==> src/rtl/serial_bit_tx.sv <==
// rtl/serial_bit_tx.sv - MSB-first parallel-to-serial transmitter with post-word idle gap
//
// Ports:
//   clk      rising-edge clock
//   n_rst    synchronous active-low reset
//   start    transmit request, honoured only in IDLE
//   din      parallel word, captured on the accepted start edge
//   x        serial data, MSB first, 0 whenever x_valid is low
//   x_valid  high while x carries a data bit
//   busy     high in SHIFT and GAP
//   done     one-cycle pulse in the cycle after the last bit
module serial_bit_tx #(
    parameter int DATA_W  = 8,
    parameter int GAP_CYC = 1
) (
    input  logic              clk,
    input  logic              n_rst,
    input  logic              start,
    input  logic [DATA_W-1:0] din,
    output logic              x,
    output logic              x_valid,
    output logic              busy,
    output logic              done
);

    localparam int                CNT_W    = $clog2(DATA_W);
    localparam logic [CNT_W-1:0]  CNT_LOAD = CNT_W'(DATA_W - 1);
    // GAP is entered only when GAP_CYC > 0; the load value counts down to 0
    // so the state lasts exactly GAP_CYC cycles.
    localparam logic [3:0]        GAP_LOAD = 4'((GAP_CYC > 0) ? GAP_CYC - 1 : 0);

    typedef enum logic [1:0] {
        IDLE,
        SHIFT,
        GAP
    } state_t;

    state_t             state;
    state_t             state_nxt;
    logic [DATA_W-1:0]  shift_reg;
    logic [CNT_W-1:0]   bit_cnt;
    logic [3:0]         gap_cnt;
    logic               done_q;

    always_ff @(posedge clk) begin
        if (!n_rst) begin
            state     <= IDLE;
            shift_reg <= '0;
            bit_cnt   <= '0;
            gap_cnt   <= '0;
            done_q    <= 1'b0;
        end else begin
            state  <= state_nxt;
            // done marks the cycle following the last-bit edge, which is
            // either the first GAP cycle or an IDLE cycle.
            done_q <= (state == SHIFT) && (bit_cnt == '0);
            case (state)
                IDLE: begin
                    if (start) begin
                        shift_reg <= din;
                        bit_cnt   <= CNT_LOAD;
                    end
                end
                SHIFT: begin
                    shift_reg <= {shift_reg[DATA_W-2:0], 1'b0};
                    if (bit_cnt != '0) begin
                        bit_cnt <= bit_cnt - 1'b1;
                    end else begin
                        gap_cnt <= GAP_LOAD;
                    end
                end
                GAP: begin
                    if (gap_cnt != '0) begin
                        gap_cnt <= gap_cnt - 1'b1;
                    end
                end
                default: ;
            endcase
        end
    end

    always_comb begin
        state_nxt = state;
        case (state)
            IDLE:    if (start) state_nxt = SHIFT;
            SHIFT:   if (bit_cnt == '0) state_nxt = (GAP_CYC > 0) ? GAP : IDLE;
            GAP:     if (gap_cnt == '0) state_nxt = IDLE;
            default: state_nxt = IDLE;
        endcase
    end

    // Outputs depend only on registered state, never on start or din.
    always_comb begin
        x       = 1'b0;
        x_valid = 1'b0;
        busy    = 1'b0;
        done    = done_q;
        if (state == SHIFT) begin
            x       = shift_reg[DATA_W-1];
            x_valid = 1'b1;
        end
        if (state != IDLE) begin
            busy = 1'b1;
        end
    end

endmodule
==> config.mk <==
export PLATFORM = sky130hd
export DESIGN_NAME = serial_bit_tx
export DESIGN_NICKNAME = d
export VERILOG_FILES = /design/src/rtl/serial_bit_tx.sv
export SDC_FILE = /design/constraint.sdc
export NUM_CORES = 1
export LEC_CHECK = 0
export ABC_AREA = 1
export BUFFER_PORTS_ARGS = -buffer_cell sky130_fd_sc_hd__buf_2
export CORE_UTILIZATION = 54
export DETAILED_ROUTE_END_ITERATION = 8
export PLACE_DENSITY = 0.76
export SLEW_MARGIN = 20
export SYNTH_ARGS = -nofsm -noshare
export SYNTH_HDL_FRONTEND = slang
export SYNTH_SLANG_ARGS = --single-unit
==> constraint.sdc <==
create_clock -name clk -period 1.7 [get_ports clk]
set_input_delay 0.085 -clock clk [delete_from_list [all_inputs] [get_ports clk]]
set_output_delay 0.085 -clock clk [all_outputs]
set_load 0.005 [all_outputs]
==> impl_metrics.yaml <==
placed_design:
  dp_cells: 183
  pre_cts_ws_ns: 0.0247
  routabilityCongestion: 0.851
  hpwl_um: 1350
  dpl_cell_area_um2: 1100
  buffer_ports.inserted: 14
grt:
  antenna_found_initial: 0
  global_route_wire_length_before_repair_um: 3090
  grt_pass1_vias: 760
  pin_count_of_the_biggest_net_entering_global_routing: 17
  grt_use_total: 0.207
  globalRoute.totalOverflow: 0
route:
  dr_total_vias: 879
  drt_iter0_drc: 21
  drt_wl_total_um: 1820
  post_drt_via_cell_ratio: 4.70
  drcViolationCount: 0
  first_pass_iters: 4
  wl_per_cell_um: 9.75
  ant_nets: 0
clocking:
  cts.repair_timing.setup_buffer_count: 0
  tritoncts.num_buffers: 3
  cts.reportedPaths.clkPinSlew_ns: 0.10
  tritoncts: "done"
  ctsHtreeMaxLevel: 1
  postCtsResizedCells: 1
  cts_max_path_buffers: 2
  cts_num_sinks: 18
  worst_skew_pair.late_latency_ns: 0.29
  cts_hold_buffers: 0
  clock_tree.root_cell: "sky130_fd_sc_hd__clkbuf_4"
sta:
  setup_ws_ns: 0.156
  finalHoldViolCount: 0
  worst_slew_margin_rel: 0.818
  drv_slew: 0
  rsz0062_at_grt: "no"
  post_route_fraction_of_the_period_consumed_by_the_critical_path: 0.908
  timing.final.crit_period_ns: 1.54
  achievable-frequency_mhz: 648
  fin_setup_tns_ns: 0
  timing_worst_slew_pin_value_ns: 0.273
  skew_ns: 0.00602
  finalSetupViolations: 0
logic_synthesis:
  synth_enable_flop_cells: 0
  syn-mean-instance-area_um2: 6.92
  yosys_warnings: 0
  syn-num-nets: 165
  syn_area_um2: 1010
  synth-main-ff-cell: "sky130_fd_sc_hd__dfxtp_1"
  synthDistinctLibCells: 20
  number_of_register_bits_inferred_by_synthesis: 18
  synth_async_sr_flop_share: 0
  share_of_synthesized_area_occupied_by_flip_flops_and_latches: 0.356
  post_synth_inst_count: 146
pwr:
  power.static_leakage_uw: 0.000589
  p_sw_frac: 0.458
  intPower_uw: 1200
  p_comb_frac: 0.554
  vdd.ir_drop.worst_uv: 989
  net-switching-power_uw: 1010
  report.power.total_uw: 2210
  power_per_cell_area_nw_per_um2: 1940
  pwr-share-clk: 0.117
  seqPwrFrac: 0.328
finish:
  layout.area.seq_um2: 360
  antenna_cells_inserted: 0
  final-instance-count-excl-fill: 187
  area.growth.synth_to_final_pct: 12.3
  largest_register_ff_count: 8
  most-common-layout-cells: "35 x sky130_fd_sc_hd__nand2_1, 31 x sky130_fd_sc_hd__nor2_1, 19 x sky130_fd_sc_hd__inv_1"
  drive_gt1_frac: 0.198
  nNetsFinal: 182
  area_of_the_multi_input_gates_um2: 554
  final_common_cell: "sky130_fd_sc_hd__nand2_1"
  post-route-cell-area_um2: 1130
  fillerInstances: 155
floorplan:
  die_width_um: 45.3
  floorplan.core_area_um2: 1750
  effective_utilization_at_floorplan: 0.579
  die_area_um2: 2050
  die_y_um: 45.3
  pin_count: 15
  rows: 15
setup_path:
  worst-endpoint-arrival_ns: 1.74
  path_class: "flip-flop to flip-flop"
  crit_path_max_fanout: 12
  timing.critical_path.to_type: "flip-flop"
  critical_path.startpoint_type: "flip-flop"
  crit_required_ns: 1.89
hold_path:
  min_path_type: "input pin to flip-flop"
status:
  status: "finished clean"
flow_run:
  timing.max_cap.violations: 0
-- synth_stat cells (2+ instances only) --
master | number | area, um2
sky130_fd_sc_hd__a21oi_2 | 2 | 17.5
sky130_fd_sc_hd__nor2_4 | 2 | 22.5
sky130_fd_sc_hd__o21ai_0 | 10 | 50.1
sky130_fd_sc_hd__nor2_1 | 31 | 116
sky130_fd_sc_hd__nand3_1 | 6 | 30.0
sky130_fd_sc_hd__nand2_1 | 35 | 131
sky130_fd_sc_hd__a21oi_1 | 3 | 15.0
sky130_fd_sc_hd__dfxtp_1 | 18 | 360
sky130_fd_sc_hd__inv_2 | 3 | 11.3
sky130_fd_sc_hd__inv_1 | 19 | 71.3
sky130_fd_sc_hd__ha_1 | 8 | 100
-- worst paths after layout --
kind	start	endpoint	slack [ns]	cells after the start
setup reg to reg	state[1]$_SDFFE_PN0P_	gap_cnt[0]$_SDFFE_PN0P_	0.16	9
setup / recovery	state[1]$_SDFFE_PN0P_	gap_cnt[0]$_SDFFE_PN0P_	0.16	9
hold / removal	din[0]	shift_reg[0]$_SDFFE_PN0P_	0.06	3
hold reg to reg	shift_reg[0]$_SDFFE_PN0P_	shift_reg[0]$_SDFFE_PN0P_	0.48	2
-- power groups by stage --
| stage | clock network, uW | logic [uW] | registers [uW] |
|---|---|---|---|
| after global placement | 0 | 1180 | 731 |
| after floorplan | 0 | 1020 | 708 |
| final | 258 | 1220 | 724 |
| after CTS | 271 | 1230 | 724 |
| after global routing | 285 | 1440 | 745 |
| after detailed placement | 0 | 1220 | 733 |
-- per-stage QoR --
| stage | utilization | hold WS (ns) |
|---|---|---|
| after floorplan | - | 0.221 |
| after global placement | 0.628 | 0.375 |
| after detailed placement | 0.628 | 0.373 |
| after CTS | 0.650 | 0.0561 |
| after global routing | 0.650 | 0.0482 |
| final | 0.650 | 0.0620 |
-- routing by layer --
metal  track usage  share of wire  wire [um]  vias up
met3        0.0600          0.047         85        2
met1         0.281           0.49        897      378
met2         0.319           0.45        827       19
li1              -              -          -      480
met4        0.0545         0.0071         13        0
met5             0              0          0        -
-- cell type report --
class	instances	share of cell area
multi-input cells	104	0.488
well taps	25	0.0276
repair buffers	14	0.0617
flip-flops and latches	18	0.318
inverters	22	0.0728
clock buffers	4	0.0320
-- worst max-delay path: stages, from the launching register on --
cell                      delay (ns)
sky130_fd_sc_hd__dfxtp_1        0.34
sky130_fd_sc_hd__inv_1          0.09
sky130_fd_sc_hd__ha_2           0.35
sky130_fd_sc_hd__inv_2          0.16
sky130_fd_sc_hd__nor2_4         0.17
sky130_fd_sc_hd__nor2_4         0.05
sky130_fd_sc_hd__nand2_4        0.08
sky130_fd_sc_hd__inv_2          0.06
sky130_fd_sc_hd__o21ai_2        0.10
sky130_fd_sc_hd__nor2_1         0.04
-- kinds of logic (layout without fill, tap and decap cells) --
kind of cell	after synthesis	in the layout	share of synthesized area
flops	18	18	0.356
buf+inv	24	40	0.0978
compound gates	19	19	0.123
simple gates	77	77	0.324
fa+ha+maj	8	8	0.0990
Power figures use the tool's default switching activity.
